[src/rtl/alu_seq_if.sv]
// rtl/alu_seq_if.sv - ALU pin bundle between the sequencer (master) and the 16-bit accumulator ALU (slave)
interface alu_seq_if;
    logic [4:0]  alu_opcode;
    logic [15:0] alu_operand;
    logic        alu_read;
    logic        alu_write;
    logic [15:0] alu_accin;

    modport master (
        output alu_opcode,
        output alu_operand,
        output alu_read,
        output alu_write,
        input  alu_accin
    );

    modport slave (
        input  alu_opcode,
        input  alu_operand,
        input  alu_read,
        input  alu_write,
        output alu_accin
    );
endinterface

[src/rtl/alu_seq.sv]
// rtl/alu_seq.sv - 32-bit op sequencer over a 16-bit accumulator ALU; ALU_SEQ_LOGIC_EN enables AND32/OR32
module alu_seq (
    input  logic        clk,
    input  logic        rst,
    input  logic        start,
    input  logic [1:0]  cmd,
    input  logic [31:0] op_a,
    input  logic [31:0] op_b,
    output logic        busy,
    output logic        done,
    output logic        err,
    output logic [31:0] result,
    alu_seq_if.master   bus
);

    localparam logic [1:0] CMD_ADD = 2'b00;
    localparam logic [1:0] CMD_SUB = 2'b01;
`ifdef ALU_SEQ_LOGIC_EN
    localparam logic [1:0] CMD_AND = 2'b10;
    localparam logic [1:0] CMD_OR  = 2'b11;
`endif

    localparam logic [4:0] OPC_NOP = 5'b00000;
    localparam logic [4:0] OPC_ADD = 5'b00001;
    localparam logic [4:0] OPC_SUB = 5'b00010;
    localparam logic [4:0] OPC_ADC = 5'b01101;
    localparam logic [4:0] OPC_SBB = 5'b01110;
`ifdef ALU_SEQ_LOGIC_EN
    localparam logic [4:0] OPC_AND = 5'b00111;
    localparam logic [4:0] OPC_OR  = 5'b01000;
`endif

    typedef enum logic [2:0] {
        S_IDLE  = 3'd0,
        S_WR_LO = 3'd1,
        S_OP_LO = 3'd2,
        S_RD_LO = 3'd3,
        S_WR_HI = 3'd4,
        S_OP_HI = 3'd5,
        S_RD_HI = 3'd6,
        S_DONE  = 3'd7
    } state_t;

    state_t      state_q, state_d;
    logic [1:0]  cmd_q;
    logic [31:0] a_q;
    logic [31:0] b_q;
    logic [31:0] result_q;
    logic        err_q;
    logic        cmd_legal;
    logic        accept;

    // Logic commands exist only in the full build; otherwise the top cmd bit marks an illegal request.
`ifdef ALU_SEQ_LOGIC_EN
    assign cmd_legal = 1'b1;
`else
    assign cmd_legal = ~cmd[1];
`endif

    assign accept = (state_q == S_IDLE) && start && cmd_legal;

    // Opcode for one half; the high half chains through the ALU carry for arithmetic commands.
    function automatic logic [4:0] half_opcode(input logic [1:0] c, input logic hi);
        logic [4:0] opc;
        opc = OPC_NOP;
        case (c)
            CMD_ADD: opc = hi ? OPC_ADC : OPC_ADD;
            CMD_SUB: opc = hi ? OPC_SBB : OPC_SUB;
`ifdef ALU_SEQ_LOGIC_EN
            CMD_AND: opc = OPC_AND;
            CMD_OR:  opc = OPC_OR;
`endif
            default: opc = OPC_NOP;
        endcase
        return opc;
    endfunction

    // State register.
    always_ff @(posedge clk) begin
        if (rst) begin
            state_q <= S_IDLE;
        end else begin
            state_q <= state_d;
        end
    end

    // Next state: only IDLE waits on input, the bus walk is fixed length.
    always_comb begin
        state_d = state_q;
        case (state_q)
            S_IDLE:  state_d = accept ? S_WR_LO : S_IDLE;
            S_WR_LO: state_d = S_OP_LO;
            S_OP_LO: state_d = S_RD_LO;
            S_RD_LO: state_d = S_WR_HI;
            S_WR_HI: state_d = S_OP_HI;
            S_OP_HI: state_d = S_RD_HI;
            S_RD_HI: state_d = S_DONE;
            S_DONE:  state_d = S_IDLE;
            default: state_d = S_IDLE;
        endcase
    end

    // Command and operand capture on an accepted start; held for the whole sequence.
    always_ff @(posedge clk) begin
        if (rst) begin
            cmd_q <= 2'b00;
            a_q   <= 32'd0;
            b_q   <= 32'd0;
        end else if (accept) begin
            cmd_q <= cmd;
            a_q   <= op_a;
            b_q   <= op_b;
        end
    end

    // Result halves are captured from the accumulator at the end of each read state.
    always_ff @(posedge clk) begin
        if (rst) begin
            result_q <= 32'd0;
        end else if (state_q == S_RD_LO) begin
            result_q[15:0] <= bus.alu_accin;
        end else if (state_q == S_RD_HI) begin
            result_q[31:16] <= bus.alu_accin;
        end
    end

    // Rejection pulse, one cycle after an illegal start seen in IDLE.
    always_ff @(posedge clk) begin
        if (rst) begin
            err_q <= 1'b0;
        end else begin
            err_q <= (state_q == S_IDLE) && start && !cmd_legal;
        end
    end

    // Moore decode of status and ALU pins; writes always carry NOP so the ALU op cannot override them.
    always_comb begin
        busy            = (state_q != S_IDLE);
        done            = (state_q == S_DONE);
        bus.alu_opcode  = OPC_NOP;
        bus.alu_operand = 16'd0;
        bus.alu_read    = 1'b0;
        bus.alu_write   = 1'b0;
        case (state_q)
            S_WR_LO: begin
                bus.alu_write   = 1'b1;
                bus.alu_operand = a_q[15:0];
            end
            S_OP_LO: begin
                bus.alu_opcode  = half_opcode(cmd_q, 1'b0);
                bus.alu_operand = b_q[15:0];
            end
            S_RD_LO: bus.alu_read = 1'b1;
            S_WR_HI: begin
                bus.alu_write   = 1'b1;
                bus.alu_operand = a_q[31:16];
            end
            S_OP_HI: begin
                bus.alu_opcode  = half_opcode(cmd_q, 1'b1);
                bus.alu_operand = b_q[31:16];
            end
            S_RD_HI: bus.alu_read = 1'b1;
            default: ;
        endcase
    end

    assign err    = err_q;
    assign result = result_q;

endmodule

[src/flat_wrapper.sv]
// flat-port wrapper written by rule: the top's interface ports become plain ports
module alu_seq_flat 
  (clk, rst, start, cmd, op_a, op_b, busy, done, err, result, bus_alu_opcode, bus_alu_operand, bus_alu_read, bus_alu_write, bus_alu_accin);
  alu_seq_if bus_i ();
  input  logic clk;
  input  logic rst;
  input  logic start;
  input  logic [1:0] cmd;
  input  logic [31:0] op_a;
  input  logic [31:0] op_b;
  output logic busy;
  output logic done;
  output logic err;
  output logic [31:0] result;
  output wire logic [$bits(bus_i.alu_opcode)-1:0] bus_alu_opcode;
  output wire logic [$bits(bus_i.alu_operand)-1:0] bus_alu_operand;
  output wire logic [$bits(bus_i.alu_read)-1:0] bus_alu_read;
  output wire logic [$bits(bus_i.alu_write)-1:0] bus_alu_write;
  input wire logic [$bits(bus_i.alu_accin)-1:0] bus_alu_accin;
  assign bus_alu_opcode = bus_i.alu_opcode;
  assign bus_alu_operand = bus_i.alu_operand;
  assign bus_alu_read = bus_i.alu_read;
  assign bus_alu_write = bus_i.alu_write;
  assign bus_i.alu_accin = bus_alu_accin;
  alu_seq u_core (.clk(clk), .rst(rst), .start(start), .cmd(cmd), .op_a(op_a), .op_b(op_b), .busy(busy), .done(done), .err(err), .result(result), .bus(bus_i));
endmodule
[config.mk]
export PLATFORM = sky130hd
export DESIGN_NAME = alu_seq_flat
export DESIGN_NICKNAME = d
export VERILOG_FILES = /design/src/rtl/alu_seq_if.sv /design/src/rtl/alu_seq.sv /design/src/flat_wrapper.sv
export SDC_FILE = /design/constraint.sdc
export NUM_CORES = 1
export LEC_CHECK = 0
export CAP_MARGIN = 30
export CORE_MARGIN = 1
export CORE_UTILIZATION = 51
export DETAILED_ROUTE_END_ITERATION = 8
export GPL_ROUTABILITY_DRIVEN = 0
export PLACE_DENSITY = 0.86
export SYNTH_ARGS = -nofsm -noshare
export SYNTH_HDL_FRONTEND = slang
export SYNTH_SLANG_ARGS = --single-unit
[constraint.sdc]
create_clock -name clk -period 4.8 [get_ports clk]
set_clock_uncertainty 0.2 [all_clocks]
set_input_delay 1.2 -clock clk [delete_from_list [all_inputs] [get_ports clk]]
set_output_delay 1.2 -clock clk [all_outputs]
set_load 0.02 [all_outputs]
Word level (Yosys, flattened, before mapping)

Index checks and enable logic that the tools add are counted.

Register bits: 102
Input bits: 85
Logic and storage cells: 34

Eq/ne operators: 8
Mux-type cells: 8
Bitwise logic cells: 2
Reductions and logical operators: 9

Operators by type and width:

| cell                                                | number |
|---|---|
| case mux 16 bit (4 select lines)                    | 1 |
| case mux 3 bit (8 select lines)                     | 1 |
| equality test 3 bit, second input constant          | 4 |
| case mux 5 bit (2 select lines)                     | 1 |
| case mux 4 bit (2 select lines)                     | 1 |
| equality test 3 x 2 -> 1 bit, second input constant | 2 |
| case mux 2 bit (2 select lines)                     | 1 |
| OR reduction 2 bit                                  | 2 |
| equality test 3 x 1 -> 1 bit, second input constant | 1 |
| logical AND 1 bit                                   | 3 |
| logical NOT 3 bit                                   | 1 |
| 2-to-1 mux 1 bit                                    | 3 |
| nonzero test 3 bit                                  | 1 |
| equality test 2 x 1 -> 1 bit, second input constant | 1 |
| logical NOT 2 bit                                   | 1 |
| NOT 1 bit                                           | 2 |
| AND reduction 2 bit                                 | 1 |

Depth between registers and ports, before layout

Gate-level depths: netlist of run 1.

Depth after elaboration: 5
Depth in mapped cells: 6
Gate-level depth less buffers: 3

Worst setup path after synthesis of run 1

No wires, ideal clock.

Path type: flip-flop to output port
From: reg u_core.state_q[1]
To: out bus_alu_opcode[1]
Arrival time: 1.535 ns
Data required time: 3.400 ns
Slack: 1.865 ns
Stages on the path, launching flop included: 5
Buffers on the path: 1
Path through: dfxtp_1 > buf_2 > nor3b_2 > o21ba_2 > nor3b_1

Cells in the longest elaborated chain, start to end: 2
Elaborated cells on any way between the ends: 3
Those cells by class: 2 x eq/ne; 1 x mux

RTL lines:

| what                                                                | line               | source |
|---|---|---|
| from (decl)                                                         | alu_seq.sv:44      | `state_t state_q, state_d;` |
| from (signal assigned)                                              | alu_seq.sv:83      | `state_q <= state_d;` |
| equality test 3 bit or equality test 3 x 2 -> 1 bit (tied branches) | alu_seq.sv:144     | `case (state_q)` |
| case mux 5 bit (2 select lines) *                                   | alu_seq.sv:144     |  |
| to (decl)                                                           | flat_wrapper.sv:15 | `output wire logic [$bits(bus_i.alu_opcode)-1:0] bus_alu_opcode;` |

Mark *: on every way between the ends. The rest lies on a longest branch, timed or not.

Worst setup path in the final report of run 1

From: reg u_core.state_q[1]
To: out bus_alu_read

Cells in the longest elaborated chain, start to end: 3
Elaborated cells on any way between the ends: 4
Those cells by class: 2 x eq/ne; 1 x mux; 1 x reduce/logical

RTL lines:

| what                                                                | line               | source |
|---|---|---|
| equality test 3 bit or equality test 3 x 2 -> 1 bit (tied branches) | alu_seq.sv:144     |  |
| OR reduction 2 bit (no line) *                                      | --                 |  |
| 2-to-1 mux 1 bit *                                                  | alu_seq.sv:144     |  |
| to (decl)                                                           | flat_wrapper.sv:17 | `output wire logic [$bits(bus_i.alu_read)-1:0] bus_alu_read;` |

Marked as above.

==> impl_summary.log, run 1 <==
INFO  metric status = finished, final reports clean
INFO  metric firstDrtPassIters = 4
INFO  metric tritoncts_num_sinks = 102
INFO  metric tmin_final = 4.26 ns
INFO  metric worst_setup_path_end_kind = output pin
INFO  metric antenna_found_initial = 0
INFO  metric syn-cell-area = 4810 sq um
INFO  metric synth_largest_type_area_fraction = 42.4%
INFO  metric placement_rows = 35
INFO  metric synth_enable_flop_cells = 0
INFO  metric post_synth.cell_area_avg = 9.07 sq um
INFO  metric worst_hold_path_type = flop to flop
INFO  metric synth_fp_nets = 616
INFO  metric fp.dieW = 99.2 um
INFO  metric boundary_pin_count = 143
INFO  metric critical_path_start_type = flop
INFO  metric post_cts_resize_count = 0
INFO  metric place.port_buffers = 141
INFO  metric wire_length_of_the_first_global_routing_pass = 18.3 mm
INFO  metric timing.critical_path.from = u_core.state_q[1]$_SDFF_PP0_
INFO  metric seq_area = 2040 sq um
INFO  metric first_global_vias = 3913
INFO  metric worst_slew_pin_slew = 0.871 ns
INFO  metric global_route_usage_sum = 23.5%
INFO  metric area_growth = 32.3%
INFO  metric async_flop_share = 0%
INFO  metric maxClockFrequency = 235 MHz
INFO  metric ys_top_cells_by_count = nand2b_1 (131), dfxtp_1 (102), nand2_1 (85), mux2i_1 (65), a21oi_1 (33)
INFO  metric finalSetupViolations = 0
INFO  metric rr_worst_depth = 5
INFO  metric timing.final.max_slew_violations = 0
INFO  metric fin_tns_setup = 0 ns
INFO  metric tritoncts_buffers = 9
INFO  metric utilization_after_layout = 69.3%
INFO  metric final_critical_path_setup_slack = 0.541 ns
INFO  metric cts_setup_buffers = 0
INFO  metric min_delay_path_depth = 2
INFO  metric clock_tree.root_cell = clkbuf_8
INFO  metric post_route_cells_drive_above_1_share = 6.63%
INFO  metric regToRegStartpoint = u_core.state_q[0]$_SDFF_PP0_
INFO  metric final-hold-violation-count = 0
INFO  metric yosys_warn_count = 0
INFO  metric num_vias = 3961
INFO  metric layout_worst_path_cycle_share = 88.7%
INFO  metric post_synth_main_area_contributors = dfxtp_1 (42%), nand2b_1 (17%), mux2i_1 (14%), nand2_1 (6.6%), mux2_2 (3.7%)
INFO  metric critical_path.max_fanout = 29
INFO  metric post_drt_via_cell_ratio = 5.21
INFO  metric cts_tree = done
INFO  metric setup.worst_path.class = flop to output pin
INFO  metric synth.most_common_cell = nand2b_1
INFO  metric cts_max_path_buffers = 2
INFO  metric p_per_area = 279 nW/um^2
INFO  metric cts.htree.levels = 3
INFO  metric antenna_violating_nets_post_route = 0
INFO  metric die_area = 9830 sq um
INFO  metric grt_overflow = 0
INFO  metric slew-limit-headroom = 41.8%
INFO  metric clock_pin_slew_on_the_worst_setup_and_hold_paths = 0.09 ns
INFO  metric final_nets = 729
INFO  metric synth_seq_cells = 102
INFO  metric dp_slack = 0.954 ns
INFO  metric clk-insertion-delay-late = 0.35 ns
INFO  metric drt_drc_violations_left = 0
INFO  metric routed_wire_length_per_instance = 14.8 um
INFO  metric max-vdd-ir-drop = 0.000153 V
INFO  metric die_outline_height = 99.2 um
INFO  metric maxCapViolations = 0
INFO  metric ys_seq_area_share = 42.4%
INFO  metric floorplan.initialDensity = 52.4%
INFO  metric multi_input_area = 2490 sq um
INFO  metric synth.lib_cells_used.distinct = 29
INFO  metric worst_hold_startpoint = u_core.result[6]$_SDFFE_PP0P_
INFO  metric grt_start_max_net_pins = 93
INFO  metric worst-endpoint-arrival = 2.86 ns
INFO  metric final.hold.worst_slack = 0.259 ns
INFO  metric wirelength = 11.3 mm
INFO  metric final.fill_count = 754
INFO  metric hpwl_reported_at_the_end_of_detailed_placement = 8.10 mm
INFO  metric synthDominantAreaCellType = dfxtp_1
INFO  metric yosys_most_used_dff = dfxtp_1
INFO  metric cp_data_required_time = 3.40 ns
INFO  metric setup_repair_after_global_routing_missed_its_margin = no
INFO  metric core = 9200 sq um
INFO  metric syn-instance-count = 531
INFO  metric postCtsHoldBufs = 0
INFO  metric leakagePower = 2.21 nW
INFO  metric starting_drc_count_in_detailed_routing = 208
INFO  metric antenna_cells_inserted = 0
worst max-delay path, cell delays in order, from the launching register on:
cell	delay, ns
dfxtp_1	0.90
nand3b_1	0.73
nand2_1	0.24
clkdlybuf4s50_1	0.63
power breakdown:
group          switching, W  leakage (nW)  internal (W)
clock network      0.000294        0.0951      0.000258
registers         0.0000343         0.829      0.000887
logic              0.000131          1.29      0.000170
per-stage QoR:
step	area [sq um]	std cells	total power, W
5_1_grt	6370	760	0.00185
3_3_place_gp	6130	743	0.00123
4_1_cts	6370	760	0.00179
3_5_place_dp	6160	744	0.00124
6_report	6370	760	0.00177
2_1_floorplan	4810	531	0.00112
final cells by class:
cell class              count  share of cell area, %
clock buffers              10                   2.16
clock inverters             6                   1.10
multi-input cells         384                   39.2
flip-flops and latches    102                   32.1
well taps                 111                   2.18
repair buffers            147                   23.3
routing by layer:
metal  track usage [%]  wire (um)  up-vias
met5                 0          0        -
met3              4.50        669       11
met1              28.2       4840     1855
met4              8.37        167        0
met2              41.9       5590      133
li1                  -          -     1962
state kept, by name, summed over array words and instances (netlist names):
signal and cells:
u_core.cmd_q 2, u_core.state_q 3, u_core.err 1, u_core.result 32, u_core.a_q 32, u_core.b_q 32
cell families (layout without fill, tap and decap cells):
group | count (synthesis) | in the layout | synth area share [%]
AND/OR/NAND/NOR | 233 | 233 | 26.2
flip-flops | 102 | 102 | 42.4
multiplexers | 81 | 81 | 17.3
AO/OA/AOI/OAI | 67 | 67 | 7.95
buffers and inverters | 45 | 163 | 5.77
XOR/XNOR | 2 | 2 | 0.364
other | 1 | 1 | 0.0779
layout by cell type (no fill, tap or decap), drive strengths merged, types with 4 or more instances in the layout:
cell type,n
clkdlybuf4s50,140
nand2b,131
dfxtp,102
nand2,85
mux2i,65
a21oi,33
mux2,16
a22oi,16
o21ai,16
clkbuf,10
buf,7
nor2,4
final timing paths:
check / end / slack [ns]
worst max-delay path: bus_alu_read / 0.54
worst min-delay path: u_core.result[6]$_SDFFE_PP0P_ / 0.26
worst max register to register: u_core.a_q[7]$_SDFFE_PP0P_ / 2.03
worst min register to register: u_core.result[6]$_SDFFE_PP0P_ / 0.26
No activity file was read; power rests on OpenSTA's default activity.
==> inputs of run 2 (changes only) <==
--- a/config.mk
+++ b/config.mk
@@ -5,12 +5,12 @@
 export SDC_FILE = /design/constraint.sdc
 export NUM_CORES = 1
 export LEC_CHECK = 0
-export CAP_MARGIN = 30
 export CORE_MARGIN = 1
 export CORE_UTILIZATION = 51
 export DETAILED_ROUTE_END_ITERATION = 8
 export GPL_ROUTABILITY_DRIVEN = 0
-export PLACE_DENSITY = 0.86
+export PLACE_DENSITY = 0.87
+export SETUP_SLACK_MARGIN = 0.3
 export SYNTH_ARGS = -nofsm -noshare
 export SYNTH_HDL_FRONTEND = slang
 export SYNTH_SLANG_ARGS = --single-unit
==> impl_summary.log, run 2 (same netlist as run 1, synthesis figures left out) <==
INFO  metric drt_drc_violations_left = 0 (unchanged)
INFO  metric wire_length_of_the_first_global_routing_pass = 18.7 mm (was 18.3 mm)
INFO  metric dp_cells = 744 (unchanged)
INFO  metric worst_setup_path_end_kind = output pin (unchanged)
INFO  metric fp.dieW = 99.2 um (unchanged)
INFO  metric tmin_final = 4.00 ns (was 4.26 ns)
INFO  metric firstDrtPassIters = 6 (was 4)
INFO  metric r2r_slack = 2.14 ns (was 2.03 ns)
INFO  metric wirelength = 11.8 mm (was 11.3 mm)
INFO  metric placement_cell_area = 6140 sq um (was 6160 sq um)
INFO  metric rr_worst_depth = 5 (unchanged)
INFO  metric cts.htree.levels = 3 (unchanged)
INFO  metric global_route_usage_sum = 24.1% (was 23.5%)
INFO  metric routed_wire_length_per_instance = 15.6 um (was 14.8 um)
INFO  metric status = finished, final reports clean (unchanged)
INFO  metric grt_overflow = 0 (unchanged)
INFO  metric layoutNonFillerInstCount = 760 (unchanged)
INFO  metric final_nets = 729 (unchanged)
INFO  metric post_cts_resize_count = 0 (unchanged)
INFO  metric leakagePower = 2.21 nW (about the same)
INFO  metric hpwl_reported_at_the_end_of_detailed_placement = 8.55 mm (was 8.10 mm)
INFO  metric cp_data_required_time = 3.40 ns (about the same)
INFO  metric multi_input_area = 2490 sq um (unchanged)
INFO  metric postCtsHoldBufs = 0 (unchanged)
INFO  metric maxCapViolations = 0 (unchanged)
INFO  metric p_per_area = 281 nW/um^2 (was 279 nW/um^2)
INFO  metric timing.critical_path.from = u_core.state_q[2]$_SDFF_PP0_ (was u_core.state_q[1]$_SDFF_PP0_)
INFO  metric antenna_cells_inserted = 0 (unchanged)
INFO  metric fin_tns_setup = 0 ns (unchanged)
INFO  metric regToRegStartpoint = u_core.state_q[0]$_SDFF_PP0_ (unchanged)
INFO  metric area_growth = 31.8% (was 32.3%)
INFO  metric finalSetupViolations = 0 (unchanged)
INFO  metric most_used_cells_in_the_layout_excluding_fill_and_tap_cells = clkdlybuf4s50_1 (140), nand2b_1 (131), dfxtp_1 (102) (unchanged)
INFO  metric floorplan.initialDensity = 52.4% (unchanged)
INFO  metric maxClockFrequency = 250 MHz (was 235 MHz)
INFO  metric boundary_pin_count = 143 (unchanged)
INFO  metric first_global_vias = 3931 (was 3913)
INFO  metric seq_area = 2040 sq um (unchanged)
INFO  metric setup.worst_path.class = flop to output pin (unchanged)
INFO  metric clk-insertion-delay-late = 0.36 ns (was 0.35 ns)
INFO  metric clock_tree.root_cell = clkbuf_8 (unchanged)
INFO  metric worst-endpoint-arrival = 2.60 ns (was 2.86 ns)
INFO  metric die_outline_height = 99.2 um (unchanged)
INFO  metric tritoncts_num_sinks = 102 (unchanged)
INFO  metric reg2reg_to = u_core.a_q[15]$_SDFFE_PP0P_ (was u_core.a_q[7]$_SDFFE_PP0P_)
INFO  metric placement_rows = 35 (unchanged)
INFO  metric max-vdd-ir-drop = 0.000196 V (was 0.000153 V)
INFO  metric worstSetupEndpoint = bus_alu_operand[8] (was bus_alu_read)
INFO  metric tritoncts_buffers = 9 (unchanged)
INFO  metric layout_worst_path_cycle_share = 83.4% (was 88.7%)
INFO  metric die_area = 9830 sq um (unchanged)
INFO  metric worst_slew_pin_slew = 1.19 ns (was 0.871 ns)
INFO  metric num_vias = 4023 (was 3961)
INFO  metric critical_path.max_fanout = 17 (was 29)
INFO  metric post-route-cell-area = 6350 sq um (was 6370 sq um)
INFO  metric post_drt_via_cell_ratio = 5.29 (was 5.21)
INFO  metric setup_repair_after_global_routing_missed_its_margin = no (unchanged)
INFO  metric clock_pin_slew_on_the_worst_setup_and_hold_paths = 0.10 ns (was 0.09 ns)
INFO  metric worst_hold_path_type = flop to flop (unchanged)
INFO  metric place.port_buffers = 141 (unchanged)
INFO  metric antenna_found_initial = 0 (unchanged)
INFO  metric core = 9200 sq um (unchanged)
INFO  metric antenna_violating_nets_post_route = 0 (unchanged)
INFO  metric slew-limit-headroom = 20.7% (was 41.8%)
INFO  metric cts_tree = done (unchanged)
INFO  metric post_route_cells_drive_above_1_share = 6.63% (unchanged)
INFO  metric critical_path_start_type = flop (unchanged)
INFO  metric final.fill_count = 716 (was 754)
INFO  metric cts_max_path_buffers = 2 (unchanged)
INFO  metric final-hold-violation-count = 0 (unchanged)
INFO  metric layout.cells.most_common = clkdlybuf4s50_1 (unchanged)
INFO  metric starting_drc_count_in_detailed_routing = 216 (was 208)
INFO  metric cts_setup_buffers = 0 (unchanged)
INFO  metric grt_start_max_net_pins = 168 (was 93)
INFO  metric timing.final.max_slew_violations = 0 (unchanged)
[run 2: how the worst min path moves through the flow]
stage | to | depth (start not counted) | start
6_report | u_core.result[30]$_SDFFE_PP0P_ | 2 | u_core.result[30]$_SDFFE_PP0P_
4_1_cts | u_core.result[30]$_SDFFE_PP0P_ | 2 | u_core.result[30]$_SDFFE_PP0P_
5_1_grt | u_core.result[30]$_SDFFE_PP0P_ | 2 | u_core.result[30]$_SDFFE_PP0P_
3_3_place_gp | u_core.result[30]$_SDFFE_PP0P_ | 2 | u_core.result[30]$_SDFFE_PP0P_
3_5_place_dp | u_core.result[30]$_SDFFE_PP0P_ | 2 | u_core.result[30]$_SDFFE_PP0P_
2_1_floorplan | u_core.b_q[16]$_SDFFE_PP0P_ | 2 | u_core.b_q[16]$_SDFFE_PP0P_
[run 2: where the power goes]
part	internal (W)	switching (W)
sequential	0.000887	0.0000290
combinational	0.000170	0.000141
clock	0.000248	0.000308
total	0.00130	0.000478
[run 2: layout make-up]
| cell class | count | share of cell area, % |
|---|---|---|
| Multi-Input combinational cell | 384 | 39.3 |
| Clock inverter | 7 | 1.26 |
| Tap cell | 111 | 2.19 |
| Timing Repair Buffer | 147 | 23.1 |
| Clock buffer | 9 | 1.95 |
| Sequential cell | 102 | 32.2 |
[run 2: through the flow]
| step | setup WS [ns] | total power, W | util, % | hold WS, ns |
|---|---|---|---|---|
| detailed placement | 1.23 | 0.00124 | 66.8 | 0.248 |
| global placement | 1.30 | 0.00124 | 66.8 | 0.241 |
| floorplan | 1.87 | 0.00112 | - | 0.245 |
| CTS | 0.801 | 0.00179 | 69.0 | 0.261 |
| global route | 0.611 | 0.00185 | 69.0 | 0.275 |
| finish | 0.796 | 0.00178 | 69.0 | 0.259 |
[run 2: layer usage]
metal  GRT usage, %  vias to the layer above  routed length [um]
met5              0                        -                   0
met4           10.5                        0                 325
met3           3.30                       24                 708
met2           42.5                      162                5740
met1           29.5                     1868                5070
li1               -                     1969                   -
[run 2: critical path: stages, from the launching register on]
cell             delay (ns)
dfxtp_1                0.43
buf_4                  0.25
nor2b_1                0.30
buf_4                  0.27
a22oi_1                0.10
o21ai_0                0.24
clkdlybuf4s50_1        0.65
